==> src/rtl/alu_exec.sv <==
// Registered 8-bit ALU: single-cycle arithmetic/logic ops plus 8-step shift-add multiply
// and restoring divide, sequenced by an IDLE/RUN/DONE state machine.
module alu_exec #(
   parameter int    UUID = 0,
   parameter string NAME = ""
) (
   input  logic       clk,
   input  logic       rst,
   input  logic       start,
   input  logic       op_add,
   input  logic       op_sub,
   input  logic       op_not,
   input  logic       op_or,
   input  logic       op_nor,
   input  logic       op_xor,
   input  logic       op_nxor,
   input  logic       op_and,
   input  logic       op_nand,
   input  logic       op_mul,
   input  logic       op_div,
   input  logic [7:0] a,
   input  logic [7:0] b,
   output logic [7:0] result,
   output logic [7:0] result_hi,
   output logic       carry,
   output logic       zero,
   output logic       div_zero,
   output logic       busy,
   output logic       done
);

   typedef enum logic [1:0] {IDLE, RUN, DONE} state_t;
   typedef enum logic [3:0] {
      SEL_NONE, SEL_ADD, SEL_SUB, SEL_NOT, SEL_OR, SEL_NOR, SEL_XOR,
      SEL_NXOR, SEL_AND, SEL_NAND, SEL_MUL, SEL_DIV
   } sel_t;

   if (UUID < 0 && NAME != "") begin : g_id_check
   end

   state_t      state_q, state_d;
   sel_t        sel;
   logic        is_div_q, is_div_d;
   logic [2:0]  cnt_q, cnt_d;
   logic [15:0] x_q, x_d;
   logic [7:0]  y_q, y_d;
   logic [15:0] acc_q, acc_d;
   logic [7:0]  result_q, result_d, result_hi_q, result_hi_d;
   logic        carry_q, carry_d, zero_q, zero_d, div_zero_q, div_zero_d;
   logic        busy_q, busy_d, done_q, done_d;

   logic [8:0]  sum9, diff9, trial9, tdiff9;
   logic [15:0] prod_next;
   logic [7:0]  rem_next;
   logic        qbit;
   logic [7:0]  lo_val, hi_val;
   logic        c_val, dz_val, go_run;

   always_comb begin
      sel = SEL_NONE;
      if      (op_add)  sel = SEL_ADD;
      else if (op_sub)  sel = SEL_SUB;
      else if (op_not)  sel = SEL_NOT;
      else if (op_or)   sel = SEL_OR;
      else if (op_nor)  sel = SEL_NOR;
      else if (op_xor)  sel = SEL_XOR;
      else if (op_nxor) sel = SEL_NXOR;
      else if (op_and)  sel = SEL_AND;
      else if (op_nand) sel = SEL_NAND;
      else if (op_mul)  sel = SEL_MUL;
      else if (op_div)  sel = SEL_DIV;
   end

   // Results for ops that complete at the accept edge; mul and div (b != 0) iterate instead.
   always_comb begin
      sum9   = {1'b0, a} + {1'b0, b};
      diff9  = {1'b0, a} - {1'b0, b};
      lo_val = 8'h00;
      hi_val = 8'h00;
      c_val  = 1'b0;
      dz_val = 1'b0;
      go_run = 1'b0;
      case (sel)
         SEL_ADD:  {c_val, lo_val} = sum9;
         SEL_SUB:  begin lo_val = diff9[7:0]; c_val = diff9[8]; end
         SEL_NOT:  lo_val = ~a;
         SEL_OR:   lo_val = a | b;
         SEL_NOR:  lo_val = ~(a | b);
         SEL_XOR:  lo_val = a ^ b;
         SEL_NXOR: lo_val = ~(a ^ b);
         SEL_AND:  lo_val = a & b;
         SEL_NAND: lo_val = ~(a & b);
         SEL_MUL:  go_run = 1'b1;
         SEL_DIV: begin
            if (b == 8'h00) begin
               lo_val = 8'hFF;
               hi_val = a;
               dz_val = 1'b1;
            end else begin
               go_run = 1'b1;
            end
         end
         default: ;
      endcase
   end

   // One iteration step: multiply adds the shifted multiplicand, divide shifts in a dividend bit.
   always_comb begin
      prod_next = acc_q + (y_q[0] ? x_q : 16'h0000);
      trial9    = {acc_q[7:0], y_q[7]};
      tdiff9    = trial9 - {1'b0, x_q[7:0]};
      qbit      = (trial9 >= {1'b0, x_q[7:0]});
      rem_next  = qbit ? tdiff9[7:0] : trial9[7:0];
   end

   always_comb begin
      state_d     = state_q;
      is_div_d    = is_div_q;
      cnt_d       = cnt_q;
      x_d         = x_q;
      y_d         = y_q;
      acc_d       = acc_q;
      result_d    = result_q;
      result_hi_d = result_hi_q;
      carry_d     = carry_q;
      zero_d      = zero_q;
      div_zero_d  = div_zero_q;
      busy_d      = 1'b0;
      done_d      = 1'b0;
      case (state_q)
         IDLE: begin
            if (start && sel != SEL_NONE) begin
               if (go_run) begin
                  state_d  = RUN;
                  busy_d   = 1'b1;
                  is_div_d = (sel == SEL_DIV);
                  cnt_d    = 3'd0;
                  acc_d    = 16'h0000;
                  x_d      = (sel == SEL_DIV) ? {8'h00, b} : {8'h00, a};
                  y_d      = (sel == SEL_DIV) ? a : b;
               end else begin
                  state_d     = DONE;
                  done_d      = 1'b1;
                  result_d    = lo_val;
                  result_hi_d = hi_val;
                  carry_d     = c_val;
                  div_zero_d  = dz_val;
               end
            end
         end
         RUN: begin
            busy_d = 1'b1;
            cnt_d  = cnt_q + 3'd1;
            if (is_div_q) begin
               y_d   = {y_q[6:0], qbit};
               acc_d = {8'h00, rem_next};
            end else begin
               acc_d = prod_next;
               x_d   = {x_q[14:0], 1'b0};
               y_d   = {1'b0, y_q[7:1]};
            end
            if (cnt_q == 3'd7) begin
               state_d     = DONE;
               busy_d      = 1'b0;
               done_d      = 1'b1;
               div_zero_d  = 1'b0;
               result_d    = is_div_q ? y_d : prod_next[7:0];
               result_hi_d = is_div_q ? rem_next : prod_next[15:8];
               carry_d     = is_div_q ? 1'b0 : (prod_next[15:8] != 8'h00);
            end
         end
         DONE:    state_d = IDLE;
         default: state_d = IDLE;
      endcase
      if (done_d) zero_d = (result_d == 8'h00);
   end

   always_ff @(posedge clk or negedge rst) begin
      if (!rst) begin
         state_q     <= IDLE;
         is_div_q    <= 1'b0;
         cnt_q       <= 3'd0;
         x_q         <= 16'h0000;
         y_q         <= 8'h00;
         acc_q       <= 16'h0000;
         result_q    <= 8'h00;
         result_hi_q <= 8'h00;
         carry_q     <= 1'b0;
         zero_q      <= 1'b0;
         div_zero_q  <= 1'b0;
         busy_q      <= 1'b0;
         done_q      <= 1'b0;
      end else begin
         state_q     <= state_d;
         is_div_q    <= is_div_d;
         cnt_q       <= cnt_d;
         x_q         <= x_d;
         y_q         <= y_d;
         acc_q       <= acc_d;
         result_q    <= result_d;
         result_hi_q <= result_hi_d;
         carry_q     <= carry_d;
         zero_q      <= zero_d;
         div_zero_q  <= div_zero_d;
         busy_q      <= busy_d;
         done_q      <= done_d;
      end
   end

   assign result    = result_q;
   assign result_hi = result_hi_q;
   assign carry     = carry_q;
   assign zero      = zero_q;
   assign div_zero  = div_zero_q;
   assign busy      = busy_q;
   assign done      = done_q;

endmodule

==> config.mk <==
export PLATFORM = sky130hd
export DESIGN_NAME = alu_exec
export DESIGN_NICKNAME = d
export VERILOG_FILES = /design/src/rtl/alu_exec.sv
export SDC_FILE = /design/constraint.sdc
export NUM_CORES = 1
export LEC_CHECK = 0
export BUFFER_PORTS_ARGS = -buffer_cell sky130_fd_sc_hd__buf_2
export CORE_ASPECT_RATIO = 1.25
export CORE_MARGIN = 2
export CORE_UTILIZATION = 65
export DETAILED_ROUTE_END_ITERATION = 12
export PLACE_DENSITY = 0.91
export SLEW_MARGIN = 5
export SYNTH_ARGS = -nofsm -noshare
export SYNTH_HDL_FRONTEND = slang
export SYNTH_SLANG_ARGS = --single-unit
==> constraint.sdc <==
create_clock -name clk -period 5.71 [get_ports clk]
set_clock_uncertainty 0.1 [all_clocks]
set_input_delay 0.2855 -clock clk [delete_from_list [all_inputs] [get_ports clk]]
set_output_delay 0.2855 -clock clk [all_outputs]
set_load 0.02 [all_outputs]
==> results of run 1 <==
[path summary, 6_finish.rpt]
| path | from | to | slack (ns) | depth (start not counted) |
|---|---|---|---|---|
| setup / recovery | y_q[0] | carry | 1.82 | 12 |
| hold / removal | rst | x_q[15] | 0.04 | 2 |
| setup reg to reg | y_q[0] | carry | 1.82 | 12 |
| hold reg to reg | result[0] | result[0] | 0.38 | 2 |
| max in group asynchronous | rst | acc_q[2] | 4.91 | 2 |
| min in group clk | a[4] | result_hi[4] | 0.23 | 3 |
[cells in the mapped netlist, drive strengths merged, types with 4 or more instances]
cell type and count:
a211oi 14, a21o 8, a21oi 70, a221o 5, a221oi 4, a22o 8, a22oi 11, a2bb2oi 4
a31oi 14, and2 17, and3 4, buf 13, clkbuf 27, dfrtp 67, fa 4, ha 49
inv 47, mux2i 13, nand2 88, nand3 10, nand4 5, nor2 72, nor2b 9, nor3 18
nor4 9, nor4b 4, o211ai 12, o21ai 59, o21bai 7, o221ai 6, o22ai 5, o31a 5
o31ai 9, or3 6, or4 4, xnor2 14, xor2 12
[power by group through the flow]
| stage | Clock (mW) | Combinational (mW) | Sequential [mW] |
|---|---|---|---|
| 3_5_place_dp | 0 | 0.402 | 0.544 |
| 3_3_place_gp | 0 | 0.390 | 0.542 |
| 2_1_floorplan | 0 | 0.257 | 0.551 |
| 4_1_cts | 0.532 | 0.407 | 0.537 |
| 5_1_grt | 0.557 | 0.449 | 0.541 |
| 6_report | 0.537 | 0.418 | 0.538 |
[area by class of cell]
type | instances | area share, %
Inverter | 47 | 2.66
Timing Repair Buffer | 57 | 4.56
Multi-Input combinational cell | 614 | 60.8
Clock buffer | 13 | 4.07
Tap cell | 123 | 2.32
Clock inverter | 3 | 0.321
Sequential cell | 67 | 25.3
[routing by layer]
metal	GRT usage (%)	vias up
met4	28.6	0
met1	49.3	3063
li1	-	2859
met5	0	-
met3	3.72	91
met2	72.5	384
[cell usage in the layout (no fill, tap or decap), types with 12 or more instances in the layout]
cell type and instances:
inv_1 47, nand2_1 88, xor2_1 12, o21ai_0 55, ha_1 49, mux2i_1 13, and2_1 17, buf_2 50
dfrtp_1 67, nor2_1 72, a211oi_1 13, nor3_1 17, a21oi_1 69, o211ai_1 12, xnor2_1 14, a31oi_1 14
[sequential cells by signal, summed over array words and instances (netlist names)]
signal	cells
done	1
carry	1
result_hi	8
is_div_q	1
zero	1
cnt_q	3
result	8
x_q	16
acc_q	16
busy	1
div_zero	1
y_q	8
state_q	2
[worst reg2reg max path: cells and delay by family (launching register included)]
family | cells | cell delay [ns]
and+or+nand+nor | 3 | 0.68
xor gates and xnor gates | 1 | 0.18
DFF | 1 | 0.60
adders and majority gates | 2 | 0.65
AOI/OAI and AO/OA | 6 | 1.56
[through the flow]
step                      hold slack [ns]  instance area (um2)  cells  total power, mW
after detailed placement            0.363                 6340    908            0.946
after global routing                0.122                 6640    924             1.55
after floorplan                    -0.110                 6060    768            0.808
after CTS                          0.0755                 6640    924             1.48
final                              0.0368                 6640    924             1.49
after global placement              0.355                 6340    908            0.932
[cells by family (layout without fill, tap and decap cells)]
group | Yosys count | after routing | share of synthesized area [%]
muxes | 15 | 15 | 2.52
buffers and inverters | 87 | 120 | 5.82
adders and majority gates | 53 | 53 | 11.4
DFF | 67 | 67 | 27.7
AOI/OAI and AO/OA | 263 | 263 | 28.7
xor gates and xnor gates | 26 | 26 | 3.76
and+or+nand+nor | 257 | 257 | 20.1
==> impl_metrics.ini, run 1 <==
[outcome]
status = completed

[worst_setup_path]
critPathTopFamily = compound AO/OA/AOI/OAI gates
startpoint_type = flop
cpMostUsedCell = a21oi_1
worst_ep_arrival_time_ns = 4.00
slowest_stage = dfrtp_1
crit_type = flop to flop
required_ns = 5.82
endpoint_kind = flop
worstPathCellList = and2_1, ha_1, fa_1, nand3_1, a21oi_1, o311a_1, o41ai_2, xnor2_1, nor4_1, a21oi_1, a2111oi_0, a31oi_1
slowest_delay_ns = 0.60
crit_path_max_fanout = 19
crit_buf_inv = 0

[cells_and_area]
nets = 879
drive_gt1_share_pct = 11.1
n_antenna_cell = 0
num-fill-cells = 706
multi_input_area_mm2 = 0.00404
final_util_pct = 72.7
area_growth_pct = 9.54
seqCellArea_mm2 = 0.00168

[job]
maxCapViolations = 0

[cts]
cts_sinks = 67
cts_resized = 0
clock_latency_ns = 0.34
cts_root_buf = clkbuf_16
cts-hold-fix-buffers = 0
post_cts_buffers = 0
clk_pin_slew_ns = 0.05
cts_tree = yes
h-tree-depth = 3
cts.path.max_buffers = 2
numCtsBuffers = 9

[yosys]
synth_top_cell_by_area = dfrtp_1
async_flop_share_pct = 100
synth_area_mm2 = 0.00606
synth.area.top_cells = dfrtp_1, ha_1, a21oi_1
avgSynthCellArea_um2 = 7.89
synthCells = 768
synth_edf_count = 0
synth_flop_cell = dfrtp_1
seq_area_frac_synth_pct = 27.7
yosysTopAreaCellShare_pct = 27.7
synth_nets = 851
ys_seq_elements = 67
ys_warn_count = 0
synth.distinct_cells = 71

[floorplan]
rows = 39
start_util_pct = 66.4
die_w_um = 90.4
core_area_mm2 = 0.00913
die-area_mm2 = 0.0101
fp.dieH_um = 112
ios = 51

[placement]
gp_congestion = 0.980
place_ws_ns = 1.92
portBuffers = 50
hpwl_um = 15600

[timing]
fin_crit_ns = 3.89
min_period_over_period_pct = 68.2
drv_slew = 0
fin_ws_ns = 1.82
worst_slew_pin_slew_ns = 1.21
setup_viol = 0
rsz0062_at_grt = no
fmax_ghz = 0.257
slew_headroom_pct = 18.9
finalHoldViolCount = 0
setup_tns_ns = 0

[global_routing]
grt_antenna_before_repair = 0
grt_max_degree = 68
grt_pass1_vias = 6234
track_usage_pct = 41.9
gr-total-overflow = 0
grt_pass1_wl_um = 33200

[route]
ant_nets = 0
vias = 6397
wl_met2_um = 10400
first_pass_iters = 5
wl_met1_um = 7590
drt_iter0_drc = 759
drc_errors = 0
drt_wl_total_um = 20900
viasPerCell = 6.92
routed.top_layer = met4
drt-wirelength-per-cell_um = 22.7
met3_length_um = 1520

[power]
p_int_mw = 0.990
vdd.ir_drop.worst_mv = 0.132
power_leakage_nw = 3.05
power.switching_mw = 0.503
p_sw_share_pct = 33.7
power_density_mw_per_mm2 = 225
seqPwrFrac_pct = 36.1
clock_power_share_pct = 36.0
p_comb_share_pct = 28.0

[worst_hold_path]
min_path_type = primary input to async pin
No activity file was read; power rests on OpenSTA's default activity.
==> inputs of run 2 (changes only) <==
Settings changed: CORE_UTILIZATION 65 to 62, PLACE_DENSITY 0.91 to 0.87.
Clock period 5.71 ns to 3.86 ns, I/O delays scaled along.
==> impl_metrics.ini, run 2 (synthesis results as in run 1) <==
[cts]
cts.path.max_buffers = 2
cts-hold-fix-buffers = 1
cts_sinks = 67
cts_resized = 0
cts_tree = yes
clock_latency_ns = 0.34
clk_pin_slew_ns = 0.05
numCtsBuffers = 9
h-tree-depth = 3
cts_root_buf = clkbuf_16
post_cts_buffers = 0

[timing]
fin_crit_ns = 3.49
setup_viol = 0
fmax_ghz = 0.287
rsz0062_at_grt = no
drv_slew = 0
slew_headroom_pct = 20.7
min_period_over_period_pct = 90.3
setup_tns_ns = 0
finalHoldViolCount = 0
worst_slew_pin_slew_ns = 1.19

[route]
wl_met1_um = 7530
ant_nets = 0
drt_iter0_drc = 635
met3_length_um = 1420
viasPerCell = 6.73
wl_met2_um = 9940
first_pass_iters = 7
drt_wl_total_um = 20400
drc_errors = 0
routed.top_layer = met4
drt-wirelength-per-cell_um = 21.8
vias = 6294

[worst_hold_path]
min_from = a[7]
worstHoldPathCells = 3
min_path_type = primary input to flop
worst_hold_path.endpoint = result_hi[7]

[power]
seqPwrFrac_pct = 35.3
p_sw_share_pct = 32.4
vdd.ir_drop.worst_mv = 0.207
p_int_mw = 1.51
power_density_mw_per_mm2 = 333
power_leakage_nw = 3.09
power.switching_mw = 0.724
power_mw = 2.24
p_comb_share_pct = 27.9
clock_power_share_pct = 36.7

[floorplan]
rows = 40
start_util_pct = 63.4
die_w_um = 92.4
core_area_mm2 = 0.00956
fp.dieH_um = 115
ios = 51
die-area_mm2 = 0.0106

[worst_setup_path]
required_ns = 3.97
r2r-end = carry
startpoint_type = flop
crit_type = flop to flop
crit_path_max_fanout = 5
worst_ep_arrival_time_ns = 3.59
endpoint_kind = flop
r2r_slack_ns = 0.37
reg2reg_depth = 12
r2r_start = x_q[0]

[global_routing]
gr-total-overflow = 0
grt_pass1_wl_um = 32500
grt_antenna_before_repair = 0
track_usage_pct = 39.7
grt_pass1_vias = 6085
grt_max_degree = 48

[cells_and_area]
seqCellArea_mm2 = 0.00168
final_common_cell = nand2_1
n_antenna_cell = 0
drive_gt1_share_pct = 11.7
multi_input_area_mm2 = 0.00404
area_growth_pct = 10.8
nets = 888
num-fill-cells = 779
reg_top3 = acc_q x16, x_q x16
layout_common_cells = nand2_1, nor2_1, a21oi_1

[placement]
hpwl_um = 15600
portBuffers = 50
gp_congestion = 1.04

[outcome]
status = completed

[job]
maxCapViolations = 0
==> run 2: changes by cell type in the layout (fill, tap and decap cells not counted) <==
cell,previous run,this run
buf_4,7,15
bufinv_16,0,1
clkbuf_1,1,2
clkbuf_8,3,2
clkinv_4,1,0
clkinvlp_4,1,0
dlygate4sd3_1,0,1
==> run 2: worst max path at each step <==
stage | startpoint | endpoint | slack (ns) | cells past startpoint
2_1_floorplan | y_q[0] | carry | 0.41 | 14
3_3_place_gp | op_add | result_hi[3] | 0.45 | 9
3_5_place_dp | x_q[0] | carry | 0.40 | 12
4_1_cts | x_q[0] | carry | 0.39 | 12
5_1_grt | x_q[0] | carry | 0.11 | 12
6_report | x_q[0] | carry | 0.37 | 12
==> run 2: cell type report <==
class,instances,area share [%]
clock inverter,2,0.522
tap,126,2.35
timing repair buffer,66,5.55
inverter,47,2.63
multi-input combinational,614,60.1
clock buffer,13,3.88
sequential,67,25.0
==> run 2: through the flow <==
stage	instances	worst slack [ns]	hold slack [ns]	utilization (%)	instance area [um2]
finish	935	0.374	0.117	70.2	6710
global route	935	0.115	0.140	70.2	6710
CTS	935	0.395	0.108	70.2	6710
detailed placement	919	0.397	0.230	67.0	6410
global placement	919	0.453	0.217	67.0	6410
floorplan	768	0.413	-0.203	-	6060
==> run 2: critical path, cell delays in order (launching register included) <==
cell	delay [ns]
dfrtp_1	0.42
and2_1	0.18
ha_1	0.21
fa_1	0.41
nand3_1	0.12
a21oi_1	0.14
o311a_1	0.36
o41ai_2	0.37
xnor2_1	0.16
nor4_1	0.30
a21oi_1	0.10
a2111oi_0	0.37
a31oi_1	0.13
==> run 2: power groups by stage <==
stage	combinational [mW]	sequential, mW	clock [mW]
finish	0.625	0.790	0.821
global placement	0.585	0.799	0
floorplan	0.381	0.815	0
global route	0.671	0.796	0.852
detailed placement	0.599	0.801	0
CTS	0.607	0.789	0.821
==> run 2: per-layer routing <==
metal	GRT usage, %	vias to the layer above
met3	5.86	96
met5	0	-
li1	-	2878
met4	27.5	0
met2	66.6	358
met1	46.7	2962
==> inputs of run 3 (changes only) <==
Settings changed: CORE_UTILIZATION 62 to 45, PLACE_DENSITY 0.87 to 0.68.
==> impl_metrics.ini, run 3 (synthesis results as in run 1) <==
[timing]
worst_slew_pin_slew_ns = 1.21
fmax_ghz = 0.283
finalHoldViolCount = 0
min_period_over_period_pct = 91.6
drv_slew = 0
setup_tns_ns = 0
setup_viol = 0
rsz0062_at_grt = no
slew_headroom_pct = 19.2
fin_crit_ns = 3.54

[cts]
post_cts_buffers = 0
cts_root_buf = clkbuf_16
clock_latency_ns = 0.34
cts_tree = yes
h-tree-depth = 3
cts-hold-fix-buffers = 1
cts.path.max_buffers = 2
cts_sinks = 67
clk_pin_slew_ns = 0.06
cts_resized = 0
numCtsBuffers = 9

[floorplan]
ios = 51
die-area_mm2 = 0.0144
rows = 47
fp.dieH_um = 134
die_w_um = 108
start_util_pct = 46.0
core_area_mm2 = 0.0132

[route]
viasPerCell = 6.26
ant_nets = 0
drt_wl_total_um = 20900
vias = 6197
drt-wirelength-per-cell_um = 21.1
first_pass_iters = 6
drt_iter0_drc = 440
drc_errors = 0

[placement]
portBuffers = 50
gp_congestion = 0.962
place_area_mm2 = 0.00653
hpwl_um = 15900

[worst_setup_path]
cpMostUsedCell = a21oi_1
critPathTopFamily = compound AO/OA/AOI/OAI gates
worst_ep_arrival_time_ns = 3.64
crit_cells = 12
worstPathCellList = and2_1, ha_1, fa_1, nand3_1, a21oi_1, o311a_1, o41ai_2, xnor2_1, nor4_1, a21oi_1, a2111oi_0, a31oi_1
crit_path_max_fanout = 5
crit_type = flop to flop
startpoint_type = flop
reg2reg_depth = 12
endpoint_kind = flop
slowest_delay_ns = 0.42
crit_buf_inv = 0
required_ns = 3.96
slowest_stage = fa_1

[cells_and_area]
reg_top3 = acc_q x16, x_q x16
stdcell_area_mm2 = 0.00685
drive_gt1_share_pct = 12.9
layout_common_cells = nand2_1, nor2_1, a21oi_1
n_antenna_cell = 0
final_common_cell = nand2_1
area_growth_pct = 13.0
nets = 897

[global_routing]
grt_max_degree = 48
grt_antenna_before_repair = 0
grt_pass1_wl_um = 33200
gr-total-overflow = 0
track_usage_pct = 29.6
grt_pass1_vias = 6164

[worst_hold_path]
worstHoldPathCells = 3
min_path_type = primary input to flop

[outcome]
status = completed

[power]
clock_power_share_pct = 37.4
seqPwrFrac_pct = 35.3
p_int_mw = 1.50
power_density_mw_per_mm2 = 328
p_sw_share_pct = 33.1
vdd.ir_drop.worst_mv = 0.235
power.switching_mw = 0.742
p_comb_share_pct = 27.3
power_leakage_nw = 3.14

[job]
maxCapViolations = 0
-- run 3: worst paths after layout --
| check | from | slack (ns) | end |
|---|---|---|---|
| max | x_q[0] | 0.32 | carry |
| min | a[0] | 0.12 | result_hi[0] |
| max reg2reg | x_q[0] | 0.32 | carry |
| min reg2reg | result[0] | 0.38 | result[0] |
| max in group asynchronous | rst | 2.23 | result_hi[4] |
| min in group asynchronous | rst | 0.48 | x_q[13] |
-- run 3: metrics by stage --
step	power [mW]	util, %	hold slack (ns)	instances	setup WS (ns)
4_1_cts	2.24	52.0	0.0945	990	0.353
2_1_floorplan	1.20	-	-0.203	768	0.413
3_3_place_gp	1.39	49.6	0.321	973	0.475
5_1_grt	2.35	52.0	0.123	990	0.113
6_report	2.24	52.0	0.117	990	0.324
3_5_place_dp	1.40	49.6	0.333	973	0.391
-- run 3: power by group through the flow --
stage	Sequential (mW)	Combinational, mW	Clock (mW)
2_1_floorplan	0.815	0.381	0
3_3_place_gp	0.803	0.592	0
3_5_place_dp	0.803	0.599	0
4_1_cts	0.792	0.604	0.842
5_1_grt	0.798	0.670	0.877
6_report	0.793	0.612	0.838
-- run 3: routing by layer --
metal | wire, um | track usage [%] | up-vias
met3 | 1260 | 3.77 | 61
met1 | 8230 | 36.2 | 2962
met2 | 10500 | 51.6 | 285
met5 | 0 | 0 | -
met4 | 888 | 13.2 | 0
li1 | - | - | 2889
-- run 3: area by class of cell --
| class | count | area, um2 |
|---|---|---|
| Clock buffer | 11 | 243 |
| Clock inverter | 5 | 62.6 |
| Fill cell | 1260 | 6320 |
| Inverter | 47 | 176 |
| Multi-Input combinational cell | 614 | 4040 |
| Sequential cell | 67 | 1680 |
| Tap cell | 171 | 214 |
| Timing Repair Buffer | 75 | 440 |
-- run 3: worst min-delay path: cells and delay by family --
family | cells | cell delay (ns)
buffers and inverters | 1 | 0.16
AO/OA/AOI/OAI | 2 | 0.16
